==> config.mk <==
export PLATFORM = sky130hd
export DESIGN_NAME = branch_predictor
export DESIGN_NICKNAME = d
export VERILOG_FILES = /design/src/rtl/bp_pkg.sv /design/src/rtl/branch_btb.sv /design/src/rtl/branch_predictor.sv
export SDC_FILE = /design/constraint.sdc
export NUM_CORES = 1
export LEC_CHECK = 0
export ABC_AREA = 1
export CAP_MARGIN = 10
export CORE_UTILIZATION = 55
export DETAILED_ROUTE_END_ITERATION = 12
export GPL_ROUTABILITY_DRIVEN = 0
export PLACE_DENSITY = 0.78
export SKIP_LAST_GASP = 1
export SLEW_MARGIN = 25
export SYNTH_ARGS = -nofsm -noshare
export SYNTH_HDL_FRONTEND = slang
export SYNTH_SLANG_ARGS = --single-unit
==> constraint.sdc <==
create_clock -name clk -period 7.1 [get_ports clk]
set_clock_uncertainty 0.15 [all_clocks]
set_input_delay 1.065 -clock clk [delete_from_list [all_inputs] [get_ports clk]]
set_output_delay 1.065 -clock clk [all_outputs]
set_load 0.005 [all_outputs]
==> src/rtl/bp_pkg.sv <==
// Branch predictor shared types: 2-bit counter encodings, FSM state, saturating helpers.
// Latency: n/a (types and pure functions). Backpressure: n/a.
// Flow control: none; imported by branch_predictor and branch_btb.
package bp_pkg;

    typedef logic [1:0] ctr_t;

    localparam ctr_t CTR_SNT = 2'b00;
    localparam ctr_t CTR_WNT = 2'b01;
    localparam ctr_t CTR_WT  = 2'b10;
    localparam ctr_t CTR_ST  = 2'b11;

    typedef enum logic {
        BP_INIT,
        BP_RUN
    } bp_state_t;

    function automatic ctr_t sat_inc(input ctr_t c);
        return (c == CTR_ST) ? CTR_ST : ctr_t'(c + 2'd1);
    endfunction

    function automatic ctr_t sat_dec(input ctr_t c);
        return (c == CTR_SNT) ? CTR_SNT : ctr_t'(c - 2'd1);
    endfunction

endpackage

==> src/rtl/branch_btb.sv <==
// Direct-mapped branch target buffer: valid/tag/target per entry.
// Latency: combinational read, write lands at the next rising edge.
// Backpressure: none; a write is accepted every cycle wr_en is high.
module branch_btb #(
    parameter int ENTRIES = 16,
    parameter int IW      = 4,
    parameter int TAG_W   = 26
) (
    input  logic             clk,
    input  logic             rst_n,
    input  logic [IW-1:0]    rd_idx,
    input  logic [TAG_W-1:0] rd_tag,
    output logic             rd_hit,
    output logic [31:0]      rd_target,
    input  logic             wr_en,
    input  logic [IW-1:0]    wr_idx,
    input  logic [TAG_W-1:0] wr_tag,
    input  logic [31:0]      wr_target
);

    logic [ENTRIES-1:0] valid;
    logic [TAG_W-1:0]   tag_mem [ENTRIES];
    logic [31:0]        tgt_mem [ENTRIES];

    // Only the valid bits are reset; tag/target contents are don't-care until written.
    always_ff @(posedge clk or negedge rst_n) begin
        if (!rst_n) begin
            valid <= '0;
        end else if (wr_en) begin
            valid[wr_idx] <= 1'b1;
        end
    end

    always_ff @(posedge clk) begin
        if (wr_en) begin
            tag_mem[wr_idx] <= wr_tag;
            tgt_mem[wr_idx] <= wr_target;
        end
    end

    assign rd_hit    = valid[rd_idx] && (tag_mem[rd_idx] == rd_tag);
    assign rd_target = rd_hit ? tgt_mem[rd_idx] : 32'd0;

endmodule

==> src/rtl/branch_predictor.sv <==
// 2-bit BHT + direct-mapped BTB direction/target predictor; BP_GSHARE_EN selects gshare indexing.
// Latency: zero-cycle IF lookup and EX resolution; tables update at the next rising edge.
// Backpressure: ready stays low for BHT_ENTRIES cycles after reset while the BHT is swept; EX is ignored then.
module branch_predictor
    import bp_pkg::*;
#(
    parameter int BHT_ENTRIES = 64,
    parameter int BTB_ENTRIES = 16,
    parameter int GHR_BITS    = 6
) (
    input  logic                clk,
    input  logic                rst_n,
    output logic                ready,
    input  logic [31:0]         if_pc,
    output logic                pred_taken,
    output logic [31:0]         pred_target,
    output logic [GHR_BITS-1:0] if_ghr,
    input  logic                ex_valid,
    input  logic [31:0]         ex_pc,
    input  logic                ex_taken,
    input  logic [31:0]         ex_target,
    input  logic                ex_pred_taken,
    input  logic [31:0]         ex_pred_target,
    input  logic [GHR_BITS-1:0] ex_ghr,
    output logic                mispredict,
    output logic [31:0]         redirect_pc
);

    localparam int BHT_IW = $clog2(BHT_ENTRIES);
    localparam int BTB_IW = $clog2(BTB_ENTRIES);
    localparam int TAG_W  = 32 - BTB_IW - 2;

    bp_state_t         state, state_nxt;
    logic [BHT_IW-1:0] sweep_idx;
    ctr_t              bht [BHT_ENTRIES];

    logic              upd_en;
    logic [BHT_IW-1:0] rd_idx, upd_idx;
    logic              bht_we;
    logic [BHT_IW-1:0] bht_widx;
    ctr_t              bht_wdat;
    logic              btb_hit;
    logic [31:0]       btb_target;

    assign upd_en = ex_valid & ready;

`ifdef BP_GSHARE_EN
    logic [GHR_BITS-1:0] ghr;

    // History advances only on resolved branches, so it never needs repair on a flush.
    always_ff @(posedge clk or negedge rst_n) begin
        if (!rst_n) begin
            ghr <= '0;
        end else if (upd_en) begin
            ghr <= {ghr[GHR_BITS-2:0], ex_taken};
        end
    end

    assign rd_idx  = if_pc[BHT_IW+1:2] ^ BHT_IW'(ghr);
    assign upd_idx = ex_pc[BHT_IW+1:2] ^ BHT_IW'(ex_ghr);
    assign if_ghr  = ghr;
`else
    logic unused_ex_ghr;
    assign unused_ex_ghr = ^ex_ghr;
    assign rd_idx        = if_pc[BHT_IW+1:2];
    assign upd_idx       = ex_pc[BHT_IW+1:2];
    assign if_ghr        = '0;
`endif

    logic unused_pc_lsb;
    assign unused_pc_lsb = ^if_pc[1:0];

    always_ff @(posedge clk or negedge rst_n) begin
        if (!rst_n) begin
            state <= BP_INIT;
        end else begin
            state <= state_nxt;
        end
    end

    always_comb begin
        state_nxt = state;
        case (state)
            BP_INIT: if (sweep_idx == BHT_IW'(BHT_ENTRIES - 1)) state_nxt = BP_RUN;
            BP_RUN:  state_nxt = BP_RUN;
            default: state_nxt = BP_INIT;
        endcase
    end

    always_comb begin
        ready    = 1'b0;
        bht_we   = 1'b0;
        bht_widx = sweep_idx;
        bht_wdat = CTR_WNT;
        case (state)
            BP_INIT: bht_we = 1'b1;
            BP_RUN: begin
                ready    = 1'b1;
                bht_we   = ex_valid;
                bht_widx = upd_idx;
                bht_wdat = ex_taken ? sat_inc(bht[upd_idx]) : sat_dec(bht[upd_idx]);
            end
            default: ;
        endcase
    end

    always_ff @(posedge clk or negedge rst_n) begin
        if (!rst_n) begin
            sweep_idx <= '0;
        end else if (state == BP_INIT) begin
            sweep_idx <= sweep_idx + BHT_IW'(1);
        end
    end

    // Counter array needs no reset: the INIT sweep writes every entry before ready rises.
    always_ff @(posedge clk) begin
        if (bht_we) begin
            bht[bht_widx] <= bht_wdat;
        end
    end

    branch_btb #(
        .ENTRIES (BTB_ENTRIES),
        .IW      (BTB_IW),
        .TAG_W   (TAG_W)
    ) u_btb (
        .clk       (clk),
        .rst_n     (rst_n),
        .rd_idx    (if_pc[BTB_IW+1:2]),
        .rd_tag    (if_pc[31:BTB_IW+2]),
        .rd_hit    (btb_hit),
        .rd_target (btb_target),
        .wr_en     (upd_en & ex_taken),
        .wr_idx    (ex_pc[BTB_IW+1:2]),
        .wr_tag    (ex_pc[31:BTB_IW+2]),
        .wr_target (ex_target)
    );

    assign pred_taken  = ready & btb_hit & bht[rd_idx][1];
    assign pred_target = btb_target;

    assign mispredict  = upd_en & ((ex_taken != ex_pred_taken) |
                                   (ex_taken & (ex_pred_target != ex_target)));
    assign redirect_pc = ex_taken ? ex_target : ex_pc + 32'd4;

endmodule

==> reports/summary.txt <==
ROUTING
-------------------------------------------------------------------------------------------------
Antenna-violating nets left                                                                     0
Total number of vias                                                                        33500
Starting DRT DRC Count                                                                       5035
Via count normalized by instance count                                                       6.14
DRC                                                                                             0
Routed Wire Length                                                                         130 mm
Wire per inst                                                                             23.9 µm
Number of optimization iterations in the first detailed-route pass                              7

PWR
-------------------------------------------------------------------------------------------------
Sw Pwr                                                                                  0.00299 W
Switching Share                                                                             21.9%
Leakage                                                                                   19.1 nW
Part of the power in registers                                                              51.1%
Maximum ir drop on the vdd rail                                                            208 µV
PwrDens                                                                                256 mW/mm²
Clock Power Share                                                                           42.0%
Power share of the combinational group                                                       6.9%
P_int                                                                                    0.0107 W

PLACED DESIGN
-------------------------------------------------------------------------------------------------
Dpl cells                                                                                    5259
Setup WS pre-CTS                                                                          1020 ps
Buffers on Ports                                                                              197
Final HPWL from detailed placement                                                        73.0 mm

LOGIC SYNTHESIS
-------------------------------------------------------------------------------------------------
Syn avg cell area                                                                        11.3 µm²
Number of distinct library cell variants in the gate-level netlist after synthesis             47
Ys Warns                                                                                        0
FFs w/ async S/R, synth                                                                     2.13%
Synth Flop Type                                                                      sky130_fd_sc_hd__edfxtp_1
Number of cells produced by synthesis                                                        4124
Sequential-to-total area share from yosys stat                                              69.6%
Netlist area before placement                                                          0.0464 mm²
Count of flip-flops with a built-in enable after synthesis                                   1056
Number of register bits inferred by synthesis                                                1079

RUN STATUS
-------------------------------------------------------------------------------------------------
Result of the run                                                                    complete, no violations

GLOBAL ROUTE
-------------------------------------------------------------------------------------------------
Via count of the first global-routing pass                                                  32300
Pin count of the biggest net entering global routing                                          203
Global-route wire length before repair                                                     192 mm
Grt total ovfl                                                                                  0
Initial antenna violation count                                                                 9
Global-route usage over all layers                                                          30.1%

MIN PATH
-------------------------------------------------------------------------------------------------
Type of the tightest min-delay check                                                 input pin to asynchronous set/reset pin

FLOORPLAN
-------------------------------------------------------------------------------------------------
Placeable Area                                                                         0.0836 mm²
Site Rows                                                                                     106
Total die area                                                                         0.0856 mm²
Horizontal die dimension                                                                   292 µm
Die span in y                                                                              292 µm
Initial core utilization                                                                    55.5%
I/O Pins                                                                                      212

CLOCK TREE
-------------------------------------------------------------------------------------------------
Clock sink total                                                                             1079
Inserted Clock Buffers                                                                        103
Clock latency on the worst-skew pair                                                       660 ps
H-Tree Depth                                                                                    3
CTS max path bufs                                                                               3
Clock-pin slew of the registers on the worst-case setup and hold paths                      60 ps
Hold buffer count at cts                                                                        0
Resized Gates After CTS                                                                         0
Clock tree from TritonCTS                                                                     yes
Clock root buffer                                                                    sky130_fd_sc_hd__clkbuf_16
Number of buffers inserted to repair setup after CTS                                            0

SETUP PATH
-------------------------------------------------------------------------------------------------
Required time at the worst-slack endpoint                                                 5880 ps
Arrival time of the worst setup path                                                      4930 ps
Startpoint of the worst register-to-register path                                           state
Crit-path max FO                                                                              128
Setup Crit Path Kind                                                                 input pin to primary output
Kind of start point of the critical path                                                input pin
Worst setup startpoint                                                                   if_pc[3]
Critical Path Sink Type                                                              primary output

TIMING
-------------------------------------------------------------------------------------------------
TNS Setup                                                                                    0 ps
Unrepaired setup endpoints after global routing                                                no
Final count of pins violating max slew                                                          0
Max_slew headroom                                                                           32.9%
Finish-stage setup viols                                                                        0
Final critical path time including I/O delays and setup                                   6150 ps
Final Hold Vio Count                                                                            0
Smallest setup slack after layout                                                          953 ps
Upper clock frequency limit                                                               163 MHz
Worst-margin pin slew                                                                     1010 ps
Final worst-path cycle share                                                                86.6%
Min Hold Slack                                                                             254 ps

FINISH
-------------------------------------------------------------------------------------------------
Share of post-route cells with drive strength above 1                                       7.83%
Fin cells                                                                                    5454
Area added between synthesis and finish                                                     14.7%
Number of nets in the layout                                                                 4431

JOB
-------------------------------------------------------------------------------------------------
Number of max-cap violations                                                                    0

==> path summary, 6_finish.rpt <==
path / to / slack (ps) / cells past startpoint
max in group asynchronous: u_btb.valid[9] / 6140 / 1
worst min register to register: u_btb.valid[1] / 310 / 2
worst min-delay path: sweep_idx[2] / 250 / 1
worst max-delay path: pred_target[28] / 950 / 15
worst max register to register: u_btb.tgt_mem[4][5] / 3400 / 5
min in group clk: u_btb.valid[1] / 310 / 2
==> placed cells by master (no fill, tap or decap), types with 8 or more instances in the layout <==
cell type / count
sky130_fd_sc_hd__clkdlybuf4s50_1: 191
sky130_fd_sc_hd__clkinv_1: 14
sky130_fd_sc_hd__nand3_1: 359
sky130_fd_sc_hd__o21ai_0: 160
sky130_fd_sc_hd__nor3_2: 31
sky130_fd_sc_hd__buf_12: 11
sky130_fd_sc_hd__inv_1: 222
sky130_fd_sc_hd__o31ai_1: 26
sky130_fd_sc_hd__or2_2: 15
sky130_fd_sc_hd__bufinv_16: 19
sky130_fd_sc_hd__o211ai_1: 19
sky130_fd_sc_hd__nand2_1: 1134
sky130_fd_sc_hd__clkbuf_1: 24
sky130_fd_sc_hd__nor2_1: 299
sky130_fd_sc_hd__a221o_1: 8
sky130_fd_sc_hd__xor2_1: 21
sky130_fd_sc_hd__nor2_4: 18
sky130_fd_sc_hd__a21oi_1: 261
sky130_fd_sc_hd__clkbuf_16: 104
sky130_fd_sc_hd__dfrtp_1: 23
sky130_fd_sc_hd__xnor2_1: 14
sky130_fd_sc_hd__a32o_1: 8
sky130_fd_sc_hd__edfxtp_1: 1056
sky130_fd_sc_hd__clkinv_2: 18
sky130_fd_sc_hd__nand4_1: 15
sky130_fd_sc_hd__o22ai_1: 23
sky130_fd_sc_hd__buf_4: 97
sky130_fd_sc_hd__a221oi_1: 100
sky130_fd_sc_hd__nor3_1: 10
==> synthesized netlist by cell type, drive strengths merged, types with 2 or more instances <==
library cell	instances	share of area [%]
buf	151	1.8
nor2	318	2.6
nand2	1137	9.2
nand3b	6	0.097
a32o	8	0.17
xor2	21	0.40
nand3	360	3.9
dfrtp	23	1.2
o2111ai	2	0.038
nand4	15	0.20
o22ai	23	0.31
a221o	8	0.17
clkbuf	102	0.82
or2	17	0.23
nor4	3	0.040
inv	228	1.8
o221ai	4	0.075
ha	5	0.13
o211ai	19	0.31
a221oi	100	1.9
o31ai	26	0.42
edfxtp	1056	68
o21ai	164	1.8
nor3	41	0.78
xnor2	14	0.26
a21oi	261	2.8
a32oi	5	0.094
==> area by class of cell <==
type / instances / area, µm²
Timing Repair Buffer: 306 / 2960
Clock buffer: 128 / 2690
Tap cell: 1080 / 1350
Fill cell: 5995 / 30300
Antenna cell: 4 / 10.0
Sequential cell: 1079 / 32300
Inverter: 229 / 882
Clock inverter: 60 / 810
Multi-Input combinational cell: 2568 / 12200
==> through the flow <==
step / power (W) / util [%] / area (µm²)
after detailed placement: 0.00802 / 59.4 / 49600
after floorplan: 0.00760 / - / 46400
after global routing: 0.0140 / 63.7 / 53200
after global placement: 0.00800 / 59.4 / 49600
final: 0.0136 / 63.7 / 53200
after CTS: 0.0136 / 63.6 / 53100
==> registers in the layout, indices dropped and copies added (netlist names) <==
| register | count |
|---|---|
| u_btb.valid | 16 |
| u_btb.tgt_mem | 512 |
| u_btb.tag_mem | 416 |
| state | 1 |
| sweep_idx | 6 |
| bht | 128 |
==> per-layer routing <==
| layer | vias up | global-route usage [%] | routed length, µm |
|---|---|---|---|
| met5 | - | 0 | 0 |
| met4 | 0 | 15.1 | 5650 |
| met3 | 357 | 6.58 | 17200 |
| met2 | 2339 | 47.8 | 61100 |
| met1 | 16000 | 39.2 | 46300 |
| li1 | 14800 | - | - |
==> critical path, stage by stage <==
cell and delay [ps]:
sky130_fd_sc_hd__clkbuf_8 340, sky130_fd_sc_hd__inv_8 740, sky130_fd_sc_hd__buf_4 490, sky130_fd_sc_hd__nand3_1 150, sky130_fd_sc_hd__nand3_1 130, sky130_fd_sc_hd__nand3_1 120
sky130_fd_sc_hd__nand2_1 110, sky130_fd_sc_hd__nand2_1 50, sky130_fd_sc_hd__nand2_1 50, sky130_fd_sc_hd__nand2_1 90, sky130_fd_sc_hd__nor2_1 140, sky130_fd_sc_hd__nand3_2 200
sky130_fd_sc_hd__buf_4 370, sky130_fd_sc_hd__nor3_2 250, sky130_fd_sc_hd__clkdlybuf4s50_1 560
==> power groups by stage <==
| stage | Combinational (W) | Sequential [W] | Clock, W |
|---|---|---|---|
| after global routing | 0.00100 | 0.00697 | 0.00598 |
| after CTS | 0.000918 | 0.00697 | 0.00574 |
| after floorplan | 0.000491 | 0.00711 | 0 |
| final | 0.000938 | 0.00697 | 0.00573 |
| after global placement | 0.000892 | 0.00711 | 0 |
| after detailed placement | 0.000908 | 0.00711 | 0 |
==> kinds of logic (layout without fill, tap and decap cells) <==
family | count (synthesis) | after routing | share of synthesized area (%)
AO/OA/AOI/OAI | 623 | 623 | 8.11
adder cells (fa/ha/maj) | 5 | 5 | 0.135
flip-flops | 1079 | 1079 | 69.6
other | 1 | 10 | 0.00808
buffers and inverters | 482 | 723 | 4.44
XOR/XNOR | 35 | 35 | 0.660
AND/OR/NAND/NOR | 1899 | 1899 | 17.1
No activity file was read; power rests on OpenSTA's default activity.
